===== src/rtl/gpio_uart_tx.sv =====
// GPIO-to-UART bridge: write strobes from the memory controller are queued in a
// FIFO and serialized as 8N1 frames on a registered tx pin.
module gpio_uart_tx #(
    parameter int CLKS_PER_BIT = 434,
    parameter int FIFO_DEPTH   = 16
) (
    input  logic                          clk,
    input  logic                          rst,
    input  logic [7:0]                    gpio_data,
    input  logic                          gpio_en,
    output logic                          tx,
    output logic                          busy,
    output logic                          fifo_full,
    output logic                          fifo_empty,
    output logic                          overflow,
    output logic [$clog2(FIFO_DEPTH):0]   level
);

    localparam int AW = $clog2(FIFO_DEPTH);
    localparam int BW = $clog2(CLKS_PER_BIT);
    localparam logic [BW-1:0] BAUD_LAST = BW'(CLKS_PER_BIT - 1);
    localparam logic [AW:0]   PTR_ONE   = (AW+1)'(1);
    localparam logic [AW:0]   LVL_FULL  = (AW+1)'(FIFO_DEPTH);

    typedef enum logic [1:0] {IDLE, START, DATA, STOP} state_t;

    state_t          state;
    logic [7:0]      shift;
    logic [BW-1:0]   baud_cnt;
    logic [2:0]      bit_idx;

    logic [7:0]      mem [FIFO_DEPTH];
    logic [AW:0]     wr_ptr, rd_ptr, wr_next, rd_next, level_next;
    logic [7:0]      head;
    logic            push, pop, baud_last;

    assign baud_last = (baud_cnt == BAUD_LAST);
    assign head      = mem[rd_ptr[AW-1:0]];

    // The FSM takes the head byte when idle, or at the last stop-bit cycle so
    // queued bytes go out back-to-back.
    always_comb begin
        pop = 1'b0;
        if (!fifo_empty)
            pop = (state == IDLE) || ((state == STOP) && baud_last);
    end

    assign push       = gpio_en && (!fifo_full || pop);
    assign wr_next    = push ? wr_ptr + PTR_ONE : wr_ptr;
    assign rd_next    = pop  ? rd_ptr + PTR_ONE : rd_ptr;
    assign level_next = wr_next - rd_next;
    assign busy       = (state != IDLE) || !fifo_empty;

    // NOTE: sequential state uses non-blocking assignments so every register
    // samples pre-edge values regardless of statement order.
    always_ff @(posedge clk or negedge rst) begin
        if (!rst) begin
            wr_ptr     <= '0;
            rd_ptr     <= '0;
            level      <= '0;
            fifo_full  <= 1'b0;
            fifo_empty <= 1'b1;
            overflow   <= 1'b0;
        end else begin
            wr_ptr     <= wr_next;
            rd_ptr     <= rd_next;
            level      <= level_next;
            fifo_full  <= (level_next == LVL_FULL);
            fifo_empty <= (level_next == '0);
            if (gpio_en && fifo_full && !pop)
                overflow <= 1'b1;
        end
    end

    // NOTE: the storage array has no reset; pointers alone define which
    // entries are valid, so clearing the data would only cost logic.
    always_ff @(posedge clk) begin
        if (push)
            mem[wr_ptr[AW-1:0]] <= gpio_data;
    end

    // tx is registered from the current state, so it trails the state by one
    // cycle uniformly and no input reaches the pin combinationally.
    always_ff @(posedge clk or negedge rst) begin
        if (!rst) begin
            state    <= IDLE;
            shift    <= '0;
            baud_cnt <= '0;
            bit_idx  <= '0;
            tx       <= 1'b1;
        end else begin
            case (state)
                IDLE: begin
                    tx       <= 1'b1;
                    baud_cnt <= '0;
                    if (pop) begin
                        shift <= head;
                        state <= START;
                    end
                end
                START: begin
                    tx <= 1'b0;
                    if (baud_last) begin
                        baud_cnt <= '0;
                        bit_idx  <= '0;
                        state    <= DATA;
                    end else begin
                        baud_cnt <= baud_cnt + BW'(1);
                    end
                end
                DATA: begin
                    tx <= shift[0];
                    if (baud_last) begin
                        baud_cnt <= '0;
                        shift    <= {1'b0, shift[7:1]};
                        if (bit_idx == 3'd7)
                            state <= STOP;
                        else
                            bit_idx <= bit_idx + 3'd1;
                    end else begin
                        baud_cnt <= baud_cnt + BW'(1);
                    end
                end
                STOP: begin
                    tx <= 1'b1;
                    if (baud_last) begin
                        baud_cnt <= '0;
                        if (pop) begin
                            shift <= head;
                            state <= START;
                        end else begin
                            state <= IDLE;
                        end
                    end else begin
                        baud_cnt <= baud_cnt + BW'(1);
                    end
                end
                default: state <= IDLE;
            endcase
        end
    end

endmodule


===== config.mk =====
export PLATFORM = sky130hd
export DESIGN_NAME = gpio_uart_tx
export DESIGN_NICKNAME = d
export VERILOG_FILES = /design/src/rtl/gpio_uart_tx.sv
export SDC_FILE = /design/constraint.sdc
export NUM_CORES = 1
export LEC_CHECK = 0
export ABC_AREA = 1
export ABC_CLOCK_PERIOD_IN_PS = 4500
export BUFFER_PORTS_ARGS = -buffer_cell sky130_fd_sc_hd__buf_2
export CAP_MARGIN = 15
export CORE_ASPECT_RATIO = 1.75
export CORE_MARGIN = 2
export CORE_UTILIZATION = 54
export DETAILED_ROUTE_END_ITERATION = 10
export PLACE_DENSITY = 0.75
export SYNTH_ARGS = -nofsm -noshare
export SYNTH_HDL_FRONTEND = slang
export SYNTH_SLANG_ARGS = --single-unit

===== constraint.sdc =====
create_clock -name clk -period 4.5 [get_ports clk]
set_clock_uncertainty 0.15 [all_clocks]
set_input_delay 0.675 -clock clk [delete_from_list [all_inputs] [get_ports clk]]
set_output_delay 0.675 -clock clk [all_outputs]
set_load 0.01 [all_outputs]

==> flow_metrics.env, run 1 <==
export IMPL_status="finished, final reports clean"
export IMPL_cts_sinks=169
export IMPL_maxCapViolCount=0
export IMPL_vias_per_cell=5.75
export IMPL_postRouteAntennaNets=0
export IMPL_netlist_area_sq_um=7220
export IMPL_core_sq_um=13000
export IMPL_path_cells="inv_1, ha_1, inv_2, a21oi_1, nand2_4, nand2_4, nand2_4, xor2_1, inv_1, ha_1, fa_1, inv_1, a31oi_1, inv_1, nand2_2, nand2_1, nand2_2, nand2_1, nor2_1"
export IMPL_power_leakage_nw=3.05
export IMPL_diodes=0
export IMPL_slew_viol_final=0
export IMPL_wl_mm=15.4
export IMPL_h_tree_depth=4
export IMPL_fin_crit_sh=0.732
export IMPL_hp_class="in -> async"
export IMPL_clkTransAtPathRegs_ps=60
export IMPL_maxSlewHeadroom=0.424
export IMPL_cp_slowest_cell="fa_1"
export IMPL_dr_pass1_iters=6
export IMPL_synthTopCellsByCount="edfxtp_1 (128), nor2_1 (111), o21ai_0 (81)"
export IMPL_ys_seq_area_frac=0.674
export IMPL_cts_hold_buffers=0
export IMPL_synth_edff_count=128
export IMPL_synth_area_leaders="edfxtp_1 (53%), dfrtp_1 (14%), nor2_1 (5.8%)"
export IMPL_post_route_min_period_ps=3290
export IMPL_critPathLaunchType="flip-flop"
export IMPL_fmax_mhz=304
export IMPL_synth_nets=653
export IMPL_io_buffers=20
export IMPL_required_ps=4660
export IMPL_drc=0
export IMPL_yosys_cell_count_top_type="edfxtp_1"
export IMPL_synth_distinct_cells=39
export IMPL_die_x_um=91.4
export IMPL_synth_cells=623
export IMPL_syn_area_per_cell_sq_um=11.6
export IMPL_initial_utilization=0.555
export IMPL_grt_overflow=0
export IMPL_row_count=55
export IMPL_cts_root_buf="clkbuf_16"
export IMPL_netlist_area_leader_share=0.532
export IMPL_max_stage_delay_ps=420
export IMPL_grt_pass1_wl_mm=24.5
export IMPL_post_cts_buffers=0
export IMPL_endpoint_kind="flip-flop"
export IMPL_fp_dieH_um=157
export IMPL_synthArstFlopShare=0.243
export IMPL_grt_pass1_vias=4801
export IMPL_antenna_found_initial=0
export IMPL_post_dp_hpwl_mm=10.1
export IMPL_path_class="reg -> reg"
export IMPL_cts_tree="done"
export IMPL_num_fill_cells=958
export IMPL_total_power_w=0.00389
export IMPL_cp_common_cell="inv_1"
export IMPL_path_buf_inv=5
export IMPL_drive_above_1_share=0.116
export IMPL_cts_resized=0
export IMPL_finalNetCount=675
export IMPL_path_delay_family="adder cells"
export IMPL_ir_worst_vdd_mv=0.235
export IMPL_fin_tns_setup_ps=0
export IMPL_cts_buffer_depth=2
export IMPL_routed_via_count=4761
export IMPL_multi_input_area_sq_um=2070
export IMPL_insertion_delay_ps=420
export IMPL_routabilityCongestion=0.866
export IMPL_yosysWarnings=0
export IMPL_power_density_nw_per_um2=482
export IMPL_setup_viol=0
export IMPL_numCtsBuffers=17
export IMPL_drt_iter0_markers=498
export IMPL_ys_ff_latch=169
export IMPL_syn_to_final_growth_pct=11.5
export IMPL_synth_largest_area_cell="edfxtp_1"
export IMPL_cp_max_fo=10
export IMPL_synth_ff_type="edfxtp_1"
export IMPL_regArea_sq_um=4870
export IMPL_hold_viol_final=0
export IMPL_grt_usage=0.225
export IMPL_worst_pin_slew_ps=864
export IMPL_grt_start_max_net_pins=67
export IMPL_drt_wirelength_per_cell_um=18.6
export IMPL_dieArea_sq_um=14400
export IMPL_cp_arrival_ps=3450
export IMPL_rsz0062_at_grt="false"
export IMPL_io_pins=21
## area by class of cell
class	instances	share of cell area
Clock buffer	19	0.0537
Clock inverter	12	0.0157
Inverter	48	0.0224
Multi-Input combinational cell	381	0.257
Sequential cell	169	0.605
Tap cell	171	0.0266
Timing Repair Buffer	28	0.0199
## report_power, final
group | total (W) | internal (W) | switching [W]
combinational | 0.000568 | 0.000190 | 0.000379
clock | 0.00139 | 0.000812 | 0.000577
sequential | 0.00193 | 0.00186 | 0.0000682
## layer usage
metal / share of wire / GRT usage
met1: 0.38 / 0.257
met2: 0.54 / 0.398
met3: 0.044 / 0.0431
met4: 0.037 / 0.115
met5: 0 / 0
## worst reg2reg max path, stage by stage, from the launching register on
cell	delay, ps
dfrtp_1	410
inv_1	150
ha_1	250
inv_2	90
a21oi_1	300
nand2_4	150
nand2_4	100
nand2_4	100
xor2_1	200
inv_1	70
ha_1	230
fa_1	420
inv_1	80
a31oi_1	100
inv_1	80
nand2_2	60
nand2_1	70
nand2_2	60
nand2_1	80
nor2_1	40
## cell families after synthesis
logic type      after synthesis  share of synthesized area
xor+xnor                     12                     0.0145
buf+inv                      73                     0.0390
flops                       169                      0.674
compound gates              139                      0.108
simple gates                211                      0.130
fa+ha+maj                    19                     0.0339
## path summary, 6_finish.rpt
check,endpoint,slack (ps),from,cells after the start
max,fifo_full$_DFF_PN0_,1210,state[1]$_DFFE_PN0P_,19
min,level[1]$_DFF_PN0_,220,rst,1
max reg2reg,fifo_full$_DFF_PN0_,1210,state[1]$_DFFE_PN0P_,19
min reg2reg,overflow$_DFFE_PN0P_,320,overflow$_DFFE_PN0P_,1
max in group asynchronous,shift[7]$_DFFE_PN0P_,3440,rst,1
min in group clk,overflow$_DFFE_PN0P_,320,overflow$_DFFE_PN0P_,1
## registers in the layout (all words and copies together), names as in the netlist
name / count
baud_cnt: 9
bit_idx: 3
fifo_empty: 1
fifo_full: 1
level: 5
mem: 128
overflow: 1
rd_ptr: 5
shift: 8
state: 2
tx: 1
wr_ptr: 5
## stage by stage
stage	setup slack, ps	utilization	hold slack (ps)	std cells	area [sq um]
2_1_floorplan	1550	-	229	623	7220
3_3_place_gp	1400	0.576	314	797	7500
3_5_place_dp	1230	0.576	308	797	7500
4_1_cts	1200	0.619	249	828	8060
5_1_grt	948	0.619	293	828	8060
6_report	1210	0.619	218	828	8060
## cell usage in the layout (no fill, tap or decap), types with 3 or more instances in the layout
cell type and n:
nand2_2 3, clkbuf_16 17, nand4_1 3, xor2_1 9, o21ai_0 81, inv_1 43
o221ai_1 4, o211ai_1 12, ha_1 18, dfrtp_1 39, buf_4 8, nand2_1 59
nand3_1 13, inv_2 3, edfxtp_1 128, xnor2_1 3, a21oi_1 17, nand2_4 6
nor3_1 8, nor2_1 111, buf_2 20, clkinv_1 5, o22ai_1 17
Note: power is estimated with default switching activity, not from simulation.
==> run 2: changes to the inputs <==
==> config.mk (replaced) <==
export PLATFORM = sky130hd
export DESIGN_NAME = gpio_uart_tx
export DESIGN_NICKNAME = d
export VERILOG_FILES = /design/src/rtl/gpio_uart_tx.sv
export SDC_FILE = /design/constraint.sdc
export NUM_CORES = 1
export LEC_CHECK = 0
export ABC_AREA = 0
export ABC_CLOCK_PERIOD_IN_PS = 3000
export BUFFER_PORTS_ARGS = -buffer_cell sky130_fd_sc_hd__buf_2
export CAP_MARGIN = 15
export CORE_ASPECT_RATIO = 1.75
export CORE_MARGIN = 2
export CORE_UTILIZATION = 54
export DETAILED_ROUTE_END_ITERATION = 10
export PLACE_DENSITY = 0.77
export SYNTH_ARGS = -nofsm -noshare
export SYNTH_HDL_FRONTEND = slang
export SYNTH_SLANG_ARGS = --single-unit
==> constraint.sdc (replaced) <==
create_clock -name clk -period 3 [get_ports clk]
set_clock_uncertainty 0.15 [all_clocks]
set_input_delay 0.45 -clock clk [delete_from_list [all_inputs] [get_ports clk]]
set_output_delay 0.45 -clock clk [all_outputs]
set_load 0.01 [all_outputs]
==> flow_metrics.env, run 2 <==
export IMPL_hold_viol_final=3
export IMPL_rr_worst_depth=14
export IMPL_yosys_cell_count_top_type="edfxtp_1"
export IMPL_numCtsBuffers=17
export IMPL_syn_area_per_cell_sq_um=16.9
export IMPL_die_x_um=90.3
export IMPL_grt_usage=0.207
export IMPL_antenna_found_initial=0
export IMPL_io_pins=21
export IMPL_ir_worst_vdd_mv=0.588
export IMPL_violations="hold timing, setup timing"
export IMPL_rsz0062_at_grt="true"
export IMPL_initial_utilization=0.547
export IMPL_path_class="reg -> reg"
export IMPL_routed_via_count=3689
export IMPL_critPathLaunchType="flip-flop"
export IMPL_synthArstFlopShare=0.243
export IMPL_maxCapViolCount=0
export IMPL_fin_crit_sh=1.01
export IMPL_ys_ff_latch=169
export IMPL_finalNetCount=503
export IMPL_grt_pass1_wl_mm=21.7
export IMPL_diodes=0
export IMPL_status="finished with violations"
export IMPL_cts_sinks=169
export IMPL_grt_start_max_net_pins=42
export IMPL_cts_root_buf="clkbuf_16"
export IMPL_drive_above_1_share=0.313
export IMPL_setup_viol=1
export IMPL_whs_ps=-1.65
export IMPL_cts_buffer_depth=2
export IMPL_vias_per_cell=5.61
export IMPL_synth_edff_count=128
export IMPL_insertion_delay_ps=430
export IMPL_post_dp_hpwl_mm=9.05
export IMPL_layout_commonest_cell="edfxtp_1"
export IMPL_maxSlewHeadroom=0.399
export IMPL_final_cell_mix="edfxtp_1 (128), dfrtp_1 (38), buf_4 (37), mux4_2 (33), a21oi_1 (28)"
export IMPL_cp_max_fo=5
export IMPL_io_buffers=20
export IMPL_h_tree_depth=4
export IMPL_num_fill_cells=890
export IMPL_syn_to_final_growth_pct=17.7
export IMPL_power_density_nw_per_um2=763
export IMPL_core_sq_um=12900
export IMPL_dr_pass1_iters=4
export IMPL_synth_area_leaders="edfxtp_1 (55%), dfrtp_1 (14%), mux4_2 (11%)"
export IMPL_drt_wirelength_per_cell_um=20.2
export IMPL_hp_class="in -> async"
export IMPL_dieArea_sq_um=14000
export IMPL_netlist_area_leader_share=0.546
export IMPL_ys_seq_area_frac=0.692
export IMPL_post_route_min_period_ps=3030
export IMPL_grt_pass1_vias=4100
export IMPL_synth_nets=446
export IMPL_wl_mm=13.2
export IMPL_synthTopCellsByCount="edfxtp_1 (128), dfrtp_1 (39), mux4_2 (33)"
export IMPL_fmax_mhz=331
export IMPL_yosysWarnings=0
export IMPL_clkTransAtPathRegs_ps=70
export IMPL_fp_dieH_um=155
export IMPL_netlist_area_sq_um=7050
export IMPL_synth_largest_area_cell="edfxtp_1"
export IMPL_routabilityCongestion=0.830
export IMPL_cp_arrival_ps=3170
export IMPL_synth_distinct_cells=43
export IMPL_postRouteAntennaNets=0
export IMPL_endpoint_kind="flip-flop"
export IMPL_drc=0
export IMPL_drt_iter0_markers=245
export IMPL_slew_viol_final=0
export IMPL_total_power_w=0.00632
export IMPL_synth_cells=416
export IMPL_cts_tree="done"
export IMPL_setup_ws_ps=-25.2
export IMPL_required_ps=3140
export IMPL_grt_overflow=0
export IMPL_worst_pin_slew_ps=902
export IMPL_row_count=55
export IMPL_synth_ff_type="edfxtp_1"
export IMPL_largest_reg_flops=128
export IMPL_power_leakage_nw=3.08
run 2: timing repair:
action | CTS | global route
setup endpoints to repair | 3 | 3
hold buffers | 0 | 0
pin swaps | 4 | 4
hold endpoints to repair | 0 | 0
resized for setup | 14 | 7
setup buffers | 4 | 4
run 2: cells by family (layout without fill, tap and decap cells):
group,Yosys count,in the layout,synth area share
simple gates,74,74,0.0625
xor+xnor,16,16,0.0240
fa+ha+maj,19,19,0.0348
compound gates,64,64,0.0563
mux,36,36,0.110
flops,169,169,0.692
buf+inv,38,108,0.0210
run 2: report_power, final:
part | leakage (nW) | internal (W) | switching, W
clock network | 0.297 | 0.00114 | 0.00102
registers | 1.66 | 0.00282 | 0.000122
logic | 1.12 | 0.000550 | 0.000674
total | 3.08 | 0.00451 | 0.00182
run 2: path summary, 6_finish.rpt:
path                                            start              endpoint  slack [ps]
worst min register to register   overflow$_DFFE_PN0P_  overflow$_DFFE_PN0P_         320
min in group clk                              gpio_en  overflow$_DFFE_PN0P_         140
worst max-delay path            baud_cnt[1]$_DFF_PN0_   fifo_full$_DFF_PN0_         -30
worst min-delay path                              rst    level[1]$_DFF_PN0_          -2
worst max register to register  baud_cnt[1]$_DFF_PN0_   fifo_full$_DFF_PN0_         -30
max in group asynchronous                         rst   rd_ptr[0]$_DFF_PN0_        2080
run 2: metal layers:
layer	vias to the layer above	GRT usage	part of all wire
li1	1724	-	-
met5	-	0	0
met4	0	0.0872	0.015
met2	89	0.389	0.58
met1	1861	0.225	0.37
met3	15	0.0431	0.036
run 2: per-stage QoR:
stage / utilization / setup slack, ps / std cells / area, sq um / setup TNS, ps
2_1_floorplan: - / -137 / 416 / 7070 / -195
3_3_place_gp: 0.585 / -56.6 / 617 / 7520 / -56.6
3_5_place_dp: 0.585 / -211 / 617 / 7520 / -392
4_1_cts: 0.639 / 3.67 / 653 / 8230 / 0
5_1_grt: 0.644 / -174 / 657 / 8290 / -328
6_report: 0.644 / -25.2 / 657 / 8290 / -25.2
run 2: area by class of cell:
class                      instances  area (sq um)  area share
inverter                          19          71.3     0.00860
tap                              171           214      0.0258
clock inverter                    15           181      0.0219
clock buffer                      17           425      0.0513
multi-input combinational        209          2150       0.259
timing repair buffer              57           378      0.0456
sequential                       169          4870       0.588
run 2: critical path, stage by stage (launching register included):
cell and delay [ps]:
dfrtp_1 380, inv_1 60, ha_2 180, nand4b_4 160
o21ai_4 190, and2_4 240, mux2i_4 260, inv_2 60
fa_2 370, inv_2 50, a21o_1 110, a21oi_2 50
xnor3_1 200, xnor3_2 290, nor4b_4 150
